## src/rtl/mem_arb_pkg.sv

```systemverilog
// Shared types and helpers for the memory port arbiter.
package mem_arb_pkg;

    typedef enum logic {
        IDLE   = 1'b0,
        LOCKED = 1'b1
    } arb_state_e;

    localparam int DEFAULT_ADDR_WIDTH = 64;
    localparam int DEFAULT_DATA_WIDTH = 64;

    function automatic int unsigned rr_next(input int unsigned idx, input int unsigned n);
        return (idx + 1 >= n) ? 0 : idx + 1;
    endfunction

endpackage

```

## src/rtl/mem_port_arbiter_rr_pick.sv

```systemverilog
// Combinational round-robin picker: first set request at or after the pointer, wrapping.
module rr_pick #(
    parameter int N    = 2,
    parameter int IDXW = 1
) (
    input  logic [N-1:0]    i_req,
    input  logic [IDXW-1:0] i_ptr,
    output logic [N-1:0]    o_gnt,
    output logic [IDXW-1:0] o_idx,
    output logic            o_valid
);

    logic [IDXW:0]   w_sum;
    logic [IDXW-1:0] w_pos;

    // Sum is one bit wider than the index so the wrap compare cannot overflow.
    always_comb begin
        o_gnt   = '0;
        o_idx   = '0;
        o_valid = 1'b0;
        w_sum   = '0;
        w_pos   = '0;
        for (int k = 0; k < N; k++) begin
            w_sum = {1'b0, i_ptr} + (IDXW+1)'(k);
            if (w_sum >= (IDXW+1)'(N)) begin
                w_sum = w_sum - (IDXW+1)'(N);
            end
            w_pos = w_sum[IDXW-1:0];
            if (!o_valid && i_req[w_pos]) begin
                o_valid      = 1'b1;
                o_gnt[w_pos] = 1'b1;
                o_idx        = w_pos;
            end
        end
    end

endmodule

```

## src/rtl/mem_port_arbiter.sv

```systemverilog
// Round-robin arbiter sharing one 1-cycle-latency memory port between NUM_REQ requesters,
// with bounded per-requester locking and response routing back to the issuing requester.
module mem_port_arbiter
    import mem_arb_pkg::*;
#(
    parameter int NUM_REQ    = 2,
    parameter int ADDR_WIDTH = DEFAULT_ADDR_WIDTH,
    parameter int DATA_WIDTH = DEFAULT_DATA_WIDTH,
    parameter int MAX_LOCK   = 16
) (
    input  logic                              clk_i,
    input  logic                              rst_ni,
    input  logic [NUM_REQ-1:0]                req_i,
    input  logic [NUM_REQ-1:0]                lock_i,
    input  logic [NUM_REQ-1:0]                we_i,
    input  logic [NUM_REQ*ADDR_WIDTH-1:0]     addr_i,
    input  logic [NUM_REQ*DATA_WIDTH-1:0]     wdata_i,
    input  logic [NUM_REQ*DATA_WIDTH/8-1:0]   be_i,
    output logic [NUM_REQ-1:0]                gnt_o,
    output logic [NUM_REQ-1:0]                rvalid_o,
    output logic [DATA_WIDTH-1:0]             rdata_o,
    output logic                              mem_req_o,
    output logic                              mem_we_o,
    output logic [ADDR_WIDTH-1:0]             mem_addr_o,
    output logic [DATA_WIDTH-1:0]             mem_wdata_o,
    output logic [DATA_WIDTH/8-1:0]           mem_be_o,
    input  logic [DATA_WIDTH-1:0]             mem_rdata_i
);

    localparam int IDXW = (NUM_REQ > 1) ? $clog2(NUM_REQ) : 1;
    localparam int BEW  = DATA_WIDTH / 8;
    localparam int CNTW = (MAX_LOCK == 0) ? 8 : $clog2(MAX_LOCK + 1);

    arb_state_e          r_state;
    logic [IDXW-1:0]     r_rr_ptr;
    logic [IDXW-1:0]     r_owner;
    logic [CNTW-1:0]     r_lock_cnt;
    logic                r_resp_valid;
    logic [IDXW-1:0]     r_resp_id;

    logic [NUM_REQ-1:0]  w_owner_oh;
    logic [NUM_REQ-1:0]  w_elig;
    logic [NUM_REQ-1:0]  w_gnt;
    logic [IDXW-1:0]     w_gnt_idx;
    logic [IDXW-1:0]     w_next_gnt;
    logic [IDXW-1:0]     w_next_owner;
    logic                w_gnt_any;
    logic                w_lock_gnt;
    logic                w_owner_req;
    logic                w_owner_lock;
    logic                w_cap;

    // While locked only the owner may win; everyone else sees gnt=0.
    assign w_owner_oh   = NUM_REQ'(1) << r_owner;
    assign w_elig       = (r_state == LOCKED) ? (req_i & w_owner_oh) : req_i;
    assign w_owner_req  = |(req_i & w_owner_oh);
    assign w_owner_lock = |(lock_i & w_owner_oh);

    rr_pick #(
        .N    (NUM_REQ),
        .IDXW (IDXW)
    ) u_rr_pick (
        .i_req   (w_elig),
        .i_ptr   (r_rr_ptr),
        .o_gnt   (w_gnt),
        .o_idx   (w_gnt_idx),
        .o_valid (w_gnt_any)
    );

    assign gnt_o        = w_gnt;
    assign mem_req_o    = w_gnt_any;
    assign w_lock_gnt   = |(lock_i & w_gnt);
    assign w_next_gnt   = IDXW'(rr_next(32'(w_gnt_idx), 32'(NUM_REQ)));
    assign w_next_owner = IDXW'(rr_next(32'(r_owner), 32'(NUM_REQ)));
    assign w_cap        = (MAX_LOCK != 0) && ((32'(r_lock_cnt) + 32'd1) == 32'(MAX_LOCK));

    always_comb begin
        mem_we_o    = 1'b0;
        mem_addr_o  = '0;
        mem_wdata_o = '0;
        mem_be_o    = '0;
        for (int i = 0; i < NUM_REQ; i++) begin
            if (w_gnt[i]) begin
                mem_we_o    = we_i[i];
                mem_addr_o  = addr_i[i*ADDR_WIDTH +: ADDR_WIDTH];
                mem_wdata_o = wdata_i[i*DATA_WIDTH +: DATA_WIDTH];
                mem_be_o    = be_i[i*BEW +: BEW];
            end
        end
    end

    always_ff @(posedge clk_i or negedge rst_ni) begin
        if (!rst_ni) begin
            r_state    <= IDLE;
            r_rr_ptr   <= '0;
            r_owner    <= '0;
            r_lock_cnt <= '0;
        end else begin
            case (r_state)
                IDLE: begin
                    if (w_gnt_any) begin
                        if (w_lock_gnt && (MAX_LOCK != 1)) begin
                            r_state    <= LOCKED;
                            r_owner    <= w_gnt_idx;
                            r_lock_cnt <= CNTW'(1);
                        end else begin
                            r_rr_ptr <= w_next_gnt;
                        end
                    end
                end
                LOCKED: begin
                    if (w_gnt_any) begin
                        if (!w_lock_gnt || w_cap) begin
                            r_state    <= IDLE;
                            r_rr_ptr   <= w_next_owner;
                            r_lock_cnt <= '0;
                        end else if ((MAX_LOCK != 0) || (r_lock_cnt != '1)) begin
                            r_lock_cnt <= r_lock_cnt + 1'b1;
                        end
                    end else if (!w_owner_req && !w_owner_lock) begin
                        r_state    <= IDLE;
                        r_rr_ptr   <= w_next_owner;
                        r_lock_cnt <= '0;
                    end
                end
                default: r_state <= IDLE;
            endcase
        end
    end

    // Every granted beat, read or write, produces exactly one response next cycle.
    always_ff @(posedge clk_i or negedge rst_ni) begin
        if (!rst_ni) begin
            r_resp_valid <= 1'b0;
            r_resp_id    <= '0;
        end else begin
            r_resp_valid <= w_gnt_any;
            if (w_gnt_any) begin
                r_resp_id <= w_gnt_idx;
            end
        end
    end

    assign rvalid_o = r_resp_valid ? (NUM_REQ'(1) << r_resp_id) : '0;
    assign rdata_o  = mem_rdata_i;

endmodule

```

## config.mk

```make
export PLATFORM = sky130hd
export DESIGN_NAME = mem_port_arbiter
export DESIGN_NICKNAME = d
export VERILOG_FILES = /design/src/rtl/mem_arb_pkg.sv /design/src/rtl/mem_port_arbiter_rr_pick.sv /design/src/rtl/mem_port_arbiter.sv
export SDC_FILE = /design/constraint.sdc
export NUM_CORES = 1
export LEC_CHECK = 0
export ABC_AREA = 1
export CAP_MARGIN = 20
export CORE_AREA = 3 3 214 216
export DETAILED_ROUTE_END_ITERATION = 8
export DIE_AREA = 0 0 217 219
export SKIP_LAST_GASP = 1
export SLEW_MARGIN = 20
export SYNTH_ARGS = -nofsm -noshare
export SYNTH_HDL_FRONTEND = slang
export SYNTH_SLANG_ARGS = --single-unit
export TNS_END_PERCENT = 20
```

## constraint.sdc

```tcl
create_clock -name clk_i -period 3.7 [get_ports clk_i]
set_input_delay 0.74 -clock clk_i [delete_from_list [all_inputs] [get_ports clk_i]]
set_output_delay 0.74 -clock clk_i [all_outputs]
set_load 0.02 [all_outputs]
```

==> impl_results.md, run 1 <==
- Worst reg2reg path depth: 8
- Port bufs: 421
- Clock-pin slew on the worst setup and hold paths: 0.04 ns
- Sequential fraction of the synthesis area: 9.88%
- Via density: 3.22
- Final setup violation count: 0
- Synth Instances: 322
- RR Endpoint: r_rr_ptr
- TNS Setup: 0 ns
- Worst EP required: 2.96 ns
- Yosys warnings: 0
- Post-layout power: 3.34 mW
- TritonCTS Sinks: 10
- Layout net count: 1,006
- Final hold vios: 0
- CP dominant cell by count: clkdlybuf4s50_1
- Die Wd: 217 µm
- Chip height: 219 µm
- WS Path Type: in2out
- Crit path cell chain: clkdlybuf4s50_1 > nand2_1 > inv_2 > a21oi_4 > buf_12 > a22o_1 > clkdlybuf4s50_1
- GRT Util Overall: 7.77%
- Worst flop-to-flop path startpoint: r_state
- Largest net degree at the start of global routing: 81
- Post-CTS Setup Bufs: 0
- Reg2reg setup slack: 2.05 ns
- WHS: 0.526 ns
- Tightest Hold Check Type: reg2reg
- Worst VDD drop: 0.329 mV
- Hold EP: r_rr_ptr
- Hold Path Stages: 2
- Number of H-tree levels: 1
- Multi-input gate area: 1520 µm²
- Busiest grt layer: met2
- Initial DRC Count: 222
- Maximum operating frequency: 276 MHz
- Final period util: 98.1%
- Critical Path Max Stage Delay: 0.62 ns
- Number of synthesized flops with an enable pin: 0
- Total CTS buffers: 3
- DRC viols: 0
- WL final: 21.0 mm
- Internal Pwr Total: 1.78 mW
- Clk_lat worst skew: 0.23 ns
- Worst-Margin Slew: 0.488 ns
- Clock power frac: 5.5%
- Worst Hold Launch: r_rr_ptr
- Slew Limit Fails: 0
- Logic pwr share: 88.8%
- Post-DP HPWL: 18.3 mm
- Area leader, netlist: a22o_1
- Worst setup SP type: input port
- Share of layout cells above drive strength 1: 3.79%
- Psw: 1.56 mW
- Worst Setup SP: req_i[0]
- Synth top area share: 47.4%
- Initial antenna violation count: 14
- CTS tree: yes
- Grt met3 use: 4.10%
- Mean post-synth cell area: 7.86 µm²
- Synth cell types: 19
- M1 GR Usage: 8.61%
- Total area of sequential cells: 250 µm²
- Post-route ant nets: 0
- Rel. slew slack: 67.4%
- Final Critical Period: 3.63 ns
- CP max-delay cell: clkdlybuf4s50_1
- Register bit total from synthesis: 10
- Top FF cell, synth: dfrtp_1
- Routed wire per std cell: 16.7 µm
- Root Buffer: clkbuf_16
- Die Area: 47,500 µm²
- Buf+Inv Stages, Crit Path: 4
- Clock Path Buffers: 2
- Register share of total power: 5.6%
- Syn Std Cell Area: 2530 µm²
- Boundary Pins: 550
- Filler cells: 5,015
- Status: complete, no violations
- Switching Fraction: 46.6%
- Delay-heaviest family, CP: buffers and inverters
- 1st-pass router iterations: 4
- Core Footprint: 44,100 µm²
- Post-Syn Nets: 667
- Top post-synthesis cells by count: 137 x a22o_1, 64 x buf_4, 31 x nand2_1, 15 x buf_2
- First-pass GRT wire length: 27.3 mm
- Worst Path Arrival: 2.89 ns
- Post-CTS resize count: 0
- Pleak: 2.61 nW
- Crit Path Max Fanout: 80
- # rows: 77
- Post-CTS Hold Fix Bufs: 0
- Pwr Density: 475 nW/µm²
- Max-cap violations: 0
- Grt total ovfl: 0
- Area Overhead vs Synth: 177%
- Routability Congestion: 0.793
- RSZ-0062 raised after global routing: no
- CP Capture Type: output port
- Top cells by area, synth: a22o_1 47%, buf_4 19%, dfrtp_1 9.9%
- Number of global-route vias before repair: 3,939
- Clock Skew: 0.00114 ns
- Met2 Usage GRT: 13.4%
- Vias: 4,046
- Initial Utilization: 5.74%
- Top-count cell post-synth: a22o_1
- FFs w/ async S/R, synth: 100%
## worst min-delay path, delay by kind of cell (launching register included)
| kind | cells | cell delay [ns] |
|---|---|---|
| DFF | 1 | 0.37 |
| and+or+nand+nor | 2 | 0.11 |
## cell families (layout without fill, tap and decap cells)
family,count (synthesis),after routing,share of synthesized area (%)
adder cells (fa/ha/maj),1,1,0.494
flip-flops,10,10,9.88
buffers and inverters,109,446,30.2
AO/OA/AOI/OAI,148,148,50.1
XOR/XNOR,1,1,0.346
other,0,6,0
AND/OR/NAND/NOR,53,53,8.89
## through the flow
step	util [%]	cells	setup WS, ns	cell area (µm²)
after floorplan	-	322	1.20	2530
after global placement	15.7	1248	0.0894	6930
after detailed placement	15.7	1248	0.0919	6930
after CTS	15.9	1251	0.0981	7010
after global routing	15.9	1254	0.0214	7010
final	15.9	1257	0.0709	7020
## area by class of cell
cell class                 count  area share, %
antenna                        6          0.214
sequential                    10           3.56
multi-input combinational    203           21.6
clock buffer                   3           1.07
timing repair buffer         428           62.2
tap                          592           10.6
inverter                      15          0.838
## registers in the layout, indices dropped and copies added, names as in the netlist
register      count
r_lock_cnt        5
r_owner           1
r_resp_id         1
r_resp_valid      1
r_rr_ptr          1
r_state           1
## power groups by stage
stage	logic, mW	registers, mW	clock network [mW]
after global placement	2.96	0.185	0
after floorplan	1.64	0.177	0
after detailed placement	2.98	0.188	0
final	2.96	0.187	0.185
after global routing	3.13	0.193	0.199
after CTS	2.99	0.186	0.192
## cells in the final DEF (no fill, tap or decap)
master | netlist | final
a21oi_1 | 4 | 4
a21oi_4 | 1 | 1
a22o_1 | 137 | 137
buf_12 | 0 | 10
buf_4 | 64 | 8
clkbuf_16 | 0 | 3
clkdlybuf4s50_1 | 0 | 410
dfrtp_1 | 10 | 10
diode_2 | 0 | 6
ha_1 | 1 | 1
inv_1 | 13 | 13
inv_2 | 2 | 1
inv_4 | 0 | 1
nand2_1 | 31 | 31
nand3_1 | 11 | 11
nand3b_1 | 2 | 2
nand4_1 | 2 | 2
nor2_1 | 7 | 7
o21ai_0 | 5 | 5
o21ai_2 | 1 | 1
xnor2_1 | 1 | 1
## worst max path at each step
stage / endpoint / slack, ns / cells past startpoint
CTS: mem_addr_o[22] / 0.1 / 7
global placement: mem_addr_o[22] / 0.09 / 7
floorplan: mem_addr_o[55] / 1.20 / 6
detailed placement: mem_addr_o[22] / 0.09 / 6
global route: mem_wdata_o[36] / 0.02 / 8
finish: mem_addr_o[22] / 0.07 / 7
## metal layers
| metal | vias up | part of all wire [%] |
|---|---|---|
| li1 | 1843 | - |
| met3 | 24 | 13 |
| met5 | - | 0.20 |
| met4 | 6 | 1.9 |
| met2 | 316 | 48 |
| met1 | 1857 | 37 |
No activity file was read; power rests on OpenSTA's default activity.
==> inputs of run 2 (changes only) <==
REMOVE_ABC_BUFFERS = 1   (was unset)
==> run 2 against run 1 <==
  * Count of clock-buffer cells in the layout did not move
  * Register-to-register slack improved by 0.03 ns
  * Core utilization rose by 0.42 points
  * Fmax rose by 0.15%
  * Clock power rose by 2%
  * Final cell count fell by 0.16%
  * Die area did not move
  * Worst setup slack improved by 0.0054 ns
  * Total power rose by 8.3%
==> impl_results.md, run 2 (synthesis results as in run 1) <==
- Tightest Hold Check Type: reg2reg
- Clock Skew: 0.000663 ns
- Status: complete, no violations
- GRT Util Overall: 10.6%
- 1st-pass router iterations: 4
- Setup WS pre-CTS: 0.0831 ns
- WS Path Type: in2out
- Worst Path Arrival: 2.88 ns
- Initial antenna violation count: 16
- # rows: 77
- Post-DP HPWL: 24.9 mm
- Boundary Pins: 550
- Layout net count: 1,010
- Commonest non-fill, non-tap cells in the layout: 388 x clkdlybuf4s50_1, 137 x a22o_1, 31 x nand2_1, 28 x buf_12, 16 x buf_4
- Die Area: 47,500 µm²
- Final setup violation count: 0
- Worst flop-to-flop path startpoint: r_state
- TritonCTS Sinks: 10
- Die Wd: 217 µm
- Area Overhead vs Synth: 185%
- Logic pwr share: 89.6%
- Routed wire per std cell: 22.2 µm
- Chip height: 219 µm
- Worst setup SP type: input port
- First-pass GRT wire length: 34.9 mm
- Pwr Density: 501 nW/µm²
- Max-cap violations: 0
- DRC viols: 0
- Psw: 1.69 mW
- Grt total ovfl: 0
- Post-route ant nets: 0
- Internal Pwr Total: 1.92 mW
- Port bufs: 421
- Register share of total power: 5.2%
- Switching Fraction: 46.9%
- CP Capture Type: output port
- Clk_lat worst skew: 0.24 ns
- Clock-pin slew on the worst setup and hold paths: 0.04 ns
- Largest register FFs: 5
- Most common cell after layout, fill and taps aside: clkdlybuf4s50_1
- Final period util: 97.9%
- Clock Path Buffers: 2
- Worst EP required: 2.96 ns
- Via density: 3.33
- Initial DRC Count: 285
- Pleak: 2.73 nW
- Most flop-heavy register: r_lock_cnt
- Rel. slew slack: 68.4%
- CTS tree: yes
- Routability Congestion: 0.771
- Post-CTS Setup Bufs: 0
- Total CTS buffers: 3
- Slew Limit Fails: 0
- Maximum operating frequency: 276 MHz
- Number of global-route vias before repair: 4,407
- Initial Utilization: 5.74%
- Vias: 4,177
- Post-CTS resize count: 0
- Final Critical Period: 3.62 ns
- Post-CTS Hold Fix Bufs: 0
- Worst VDD drop: 0.182 mV
- Setup ws final: 0.0763 ns
- Core Footprint: 44,100 µm²
- Post-route cell area: 7210 µm²
- Placed Area: 7130 µm²
- Crit Path Max Fanout: 45
- Share of layout cells above drive strength 1: 7.69%
- Final hold vios: 0
- Number of H-tree levels: 1
- Worst Hold Launch: r_rr_ptr
- Worst Setup SP: req_i[0]
- WL final: 27.8 mm
- Clock power frac: 5.2%
- Largest net degree at the start of global routing: 48
- Diode count: 0
- RSZ-0062 raised after global routing: no
- Worst-Margin Slew: 0.472 ns
- Root Buffer: clkbuf_16
[run 2: cell count changes in the layout (fill, tap and decap cells not counted), sizes merged]
cell,previous run,this run
buf,18,44
clkdlybuf4s50,410,388
diode,6,0
[run 2: power by group through the flow]
stage	sequential [mW]	combinational (mW)	clock (mW)
global placement	0.184	3.28	0
CTS	0.186	3.31	0.191
global route	0.192	3.46	0.196
floorplan	0.177	1.40	0
finish	0.187	3.24	0.189
detailed placement	0.186	3.28	0
[run 2: final cells by class]
cell class / count / area, µm²
Fill cell: 5027 / 36900
Timing Repair Buffer: 432 / 4560
Multi-Input combinational cell: 203 / 1520
Tap cell: 592 / 741
Sequential cell: 10 / 250
Clock buffer: 3 / 75.1
Inverter: 15 / 58.8
[run 2: worst max-delay path: stages]
cell and delay, ns:
clkdlybuf4s50_1 0.51, nand2_1 0.12, inv_2 0.10, nand2_1 0.12, inv_4 0.15, buf_12 0.23
a22o_1 0.25, clkdlybuf4s50_1 0.63
[run 2: per-layer routing]
layer | vias to the layer above | wire length (µm) | GRT usage, %
met5 | - | 341 | 4.06
met4 | 18 | 160 | 0.391
met3 | 35 | 5140 | 8.90
met2 | 377 | 11100 | 14.8
met1 | 1899 | 11000 | 12.8
li1 | 1848 | - | -
[run 2: final timing paths]
| kind | end | slack, ns | cells past startpoint |
|---|---|---|---|
| min | r_rr_ptr | 0.49 | 2 |
| max | mem_wdata_o[6] | 0.08 | 8 |
| min reg2reg | r_rr_ptr | 0.49 | 2 |
| max reg2reg | r_rr_ptr | 2.08 | 8 |
| max in group asynchronous | r_rr_ptr | 2.55 | 1 |
| min in group asynchronous | r_resp_valid | 0.83 | 1 |
[run 2: stage by stage]
step | TNS [ns] | cells | util [%] | power [mW] | hold slack (ns)
after global placement | 0 | 1252 | 16.2 | 3.46 | 0.494
after CTS | 0 | 1255 | 16.3 | 3.69 | 0.499
final | 0 | 1255 | 16.3 | 3.61 | 0.494
after global routing | 0 | 1255 | 16.3 | 3.85 | 0.533
after detailed placement | 0 | 1252 | 16.2 | 3.47 | 0.490
after floorplan | -26.31 | 228 | - | 1.58 | 0.444
==> inputs of run 3 (changes only) <==
TNS_END_PERCENT = 1   (was 20)
clock period = 4.7 ns   (was 3.7 ns; I/O delays follow)
==> run 3 against run 2 <==
  * Wire length grew 2.3%
  * Critical path depth is the same
  * Die area is the same
  * Non-clock buffer count shrank 2
  * Combinational power shrank 27%
  * Final cell count is essentially flat
  * Sequential cell count is the same
  * Sequential share of layout area grew 0.11 points
  * Final area shrank 3.0%
  * Worst setup slack gained 0.44 ns
  * First-iteration DRC count shrank 28%
  * Critical path type unchanged
==> impl_results.md, run 3 (synthesis results as in run 1) <==
- Port bufs: 421
- Largest net degree at the start of global routing: 75
- WL final: 28.4 mm
- RSZ-0062 raised after global routing: no
- Slew Limit Fails: 0
- Clock Skew: 0.00286 ns
- 1st-pass router iterations: 4
- Post-CTS resize count: 0
- Boundary Pins: 550
- Max-cap violations: 0
- GRT Util Overall: 10.9%
- Worst Path Arrival: 3.24 ns
- Pleak: 2.59 nW
- CP Capture Type: output port
- Rel. slew slack: 62.1%
- Worst VDD drop: 0.197 mV
- DRC viols: 0
- First-pass GRT wire length: 35.7 mm
- Worst EP required: 3.76 ns
- Worst flop-to-flop path startpoint: r_state
- TritonCTS Sinks: 10
- WS Path Type: in2out
- Routed wire per std cell: 22.6 µm
- Most flop-heavy register: r_lock_cnt
- CTS tree: yes
- CP max-delay cell: clkdlybuf4s50_1
- Post-route cell area: 6990 µm²
- Routability Congestion: 0.781
- Share of layout cells above drive strength 1: 2.87%
- Post-DP HPWL: 25.0 mm
- Vias: 4,117
- Via density: 3.28
- Filler cells: 5,034
- TNS Setup: 0 ns
- # rows: 77
- Die Wd: 217 µm
- Delay-heaviest family, CP: buffers and inverters
- Grt total ovfl: 0
- Post-CTS Setup Bufs: 0
- Worst Hold Launch: r_rr_ptr
- Clock Path Buffers: 2
- Critical Path Max Stage Delay: 0.62 ns
- Tightest Hold Check Type: reg2reg
- Status: complete, no violations
- Worst Setup SP: req_i[0]
- Core Footprint: 44,100 µm²
- Post-route ant nets: 0
- Pwr Density: 385 nW/µm²
- Buf+Inv Stages, Crit Path: 5
- Area Overhead vs Synth: 176%
- Initial Utilization: 5.74%
- Placed Area: 6890 µm²
- Final Critical Period: 4.18 ns
- Largest register FFs: 5
- Most common cell after layout, fill and taps aside: clkdlybuf4s50_1
- Commonest non-fill, non-tap cells in the layout: 419 x clkdlybuf4s50_1, 137 x a22o_1, 31 x nand2_1, 13 x inv_1, 11 x nand3_1
- Worst setup SP type: input port
- Number of H-tree levels: 1
- Initial DRC Count: 204
- Crit Path Max Fanout: 39
- Root Buffer: clkbuf_16
- Maximum operating frequency: 239 MHz
- Clk_lat worst skew: 0.24 ns
- Chip height: 219 µm
- Final setup violation count: 0
- Clock-pin slew on the worst setup and hold paths: 0.04 ns
- Die Area: 47,500 µm²
- Crit path cell chain: clkdlybuf4s50_1 > nand2_1 > inv_2 > a21oi_4 > buf_12 > buf_12 > a22o_1 > clkdlybuf4s50_1
- Layout net count: 1,008
- Number of global-route vias before repair: 4,245
- Total CTS buffers: 3
- Post-CTS Hold Fix Bufs: 0
- Final hold vios: 0
- Worst-Margin Slew: 0.566 ns
- Final period util: 88.9%
- Initial antenna violation count: 15
==> run 3: cell types whose count changed in the layout (fill, tap and decap cells not counted) <==
cell             delta
clkbuf_8            +1
clkdlybuf4s50_1    +31
diode_2             +2
buf_4               -9
buf_12             -24
==> run 3: layout make-up <==
cell class | instances | area, µm² | area share [%]
timing repair buffer | 430 | 4330 | 61.9
multi-input combinational | 203 | 1520 | 21.7
tap | 592 | 741 | 10.6
sequential | 10 | 250 | 3.58
clock buffer | 4 | 88.8 | 1.27
inverter | 15 | 58.8 | 0.842
antenna | 2 | 5.00 | 0.0716
==> run 3: final timing paths <==
kind	end	slack, ns	depth (start not counted)
max	mem_addr_o[40]	0.52	8
max reg2reg	r_rr_ptr	3.01	8
min reg2reg	r_rr_ptr	0.50	2
min in group asynchronous	r_resp_valid	1.02	1
max in group asynchronous	r_owner	3.36	1
min	r_rr_ptr	0.50	2
==> run 3: through the flow <==
stage | setup slack [ns] | cells | hold WS [ns] | util, % | power (mW)
6_report | 0.520 | 1256 | 0.501 | 15.8 | 2.69
5_1_grt | 0.410 | 1254 | 0.536 | 15.8 | 2.87
3_3_place_gp | 0.465 | 1250 | 0.491 | 15.6 | 2.54
2_1_floorplan | 0.408 | 228 | 0.462 | - | 1.24
4_1_cts | 0.445 | 1254 | 0.512 | 15.8 | 2.74
3_5_place_dp | 0.462 | 1250 | 0.501 | 15.6 | 2.54
==> run 3: power breakdown <==
group,internal [mW],total (mW),switching [mW],leakage [nW]
logic,1.16,2.38,1.22,2.42
registers,0.114,0.148,0.0339,0.127
clock network,0.128,0.170,0.0415,0.0442
==> run 3: worst min-delay path, stage by stage (launching register included) <==
cell and delay [ns]:
dfrtp_1 0.36, nand2_1 0.06, nand2_1 0.05
==> run 3: metal layers <==
metal,GRT usage [%],wire length (µm)
met1,12.5,10900
met2,14.9,11200
met3,10.6,5900
met4,0.522,131
met5,4.48,329
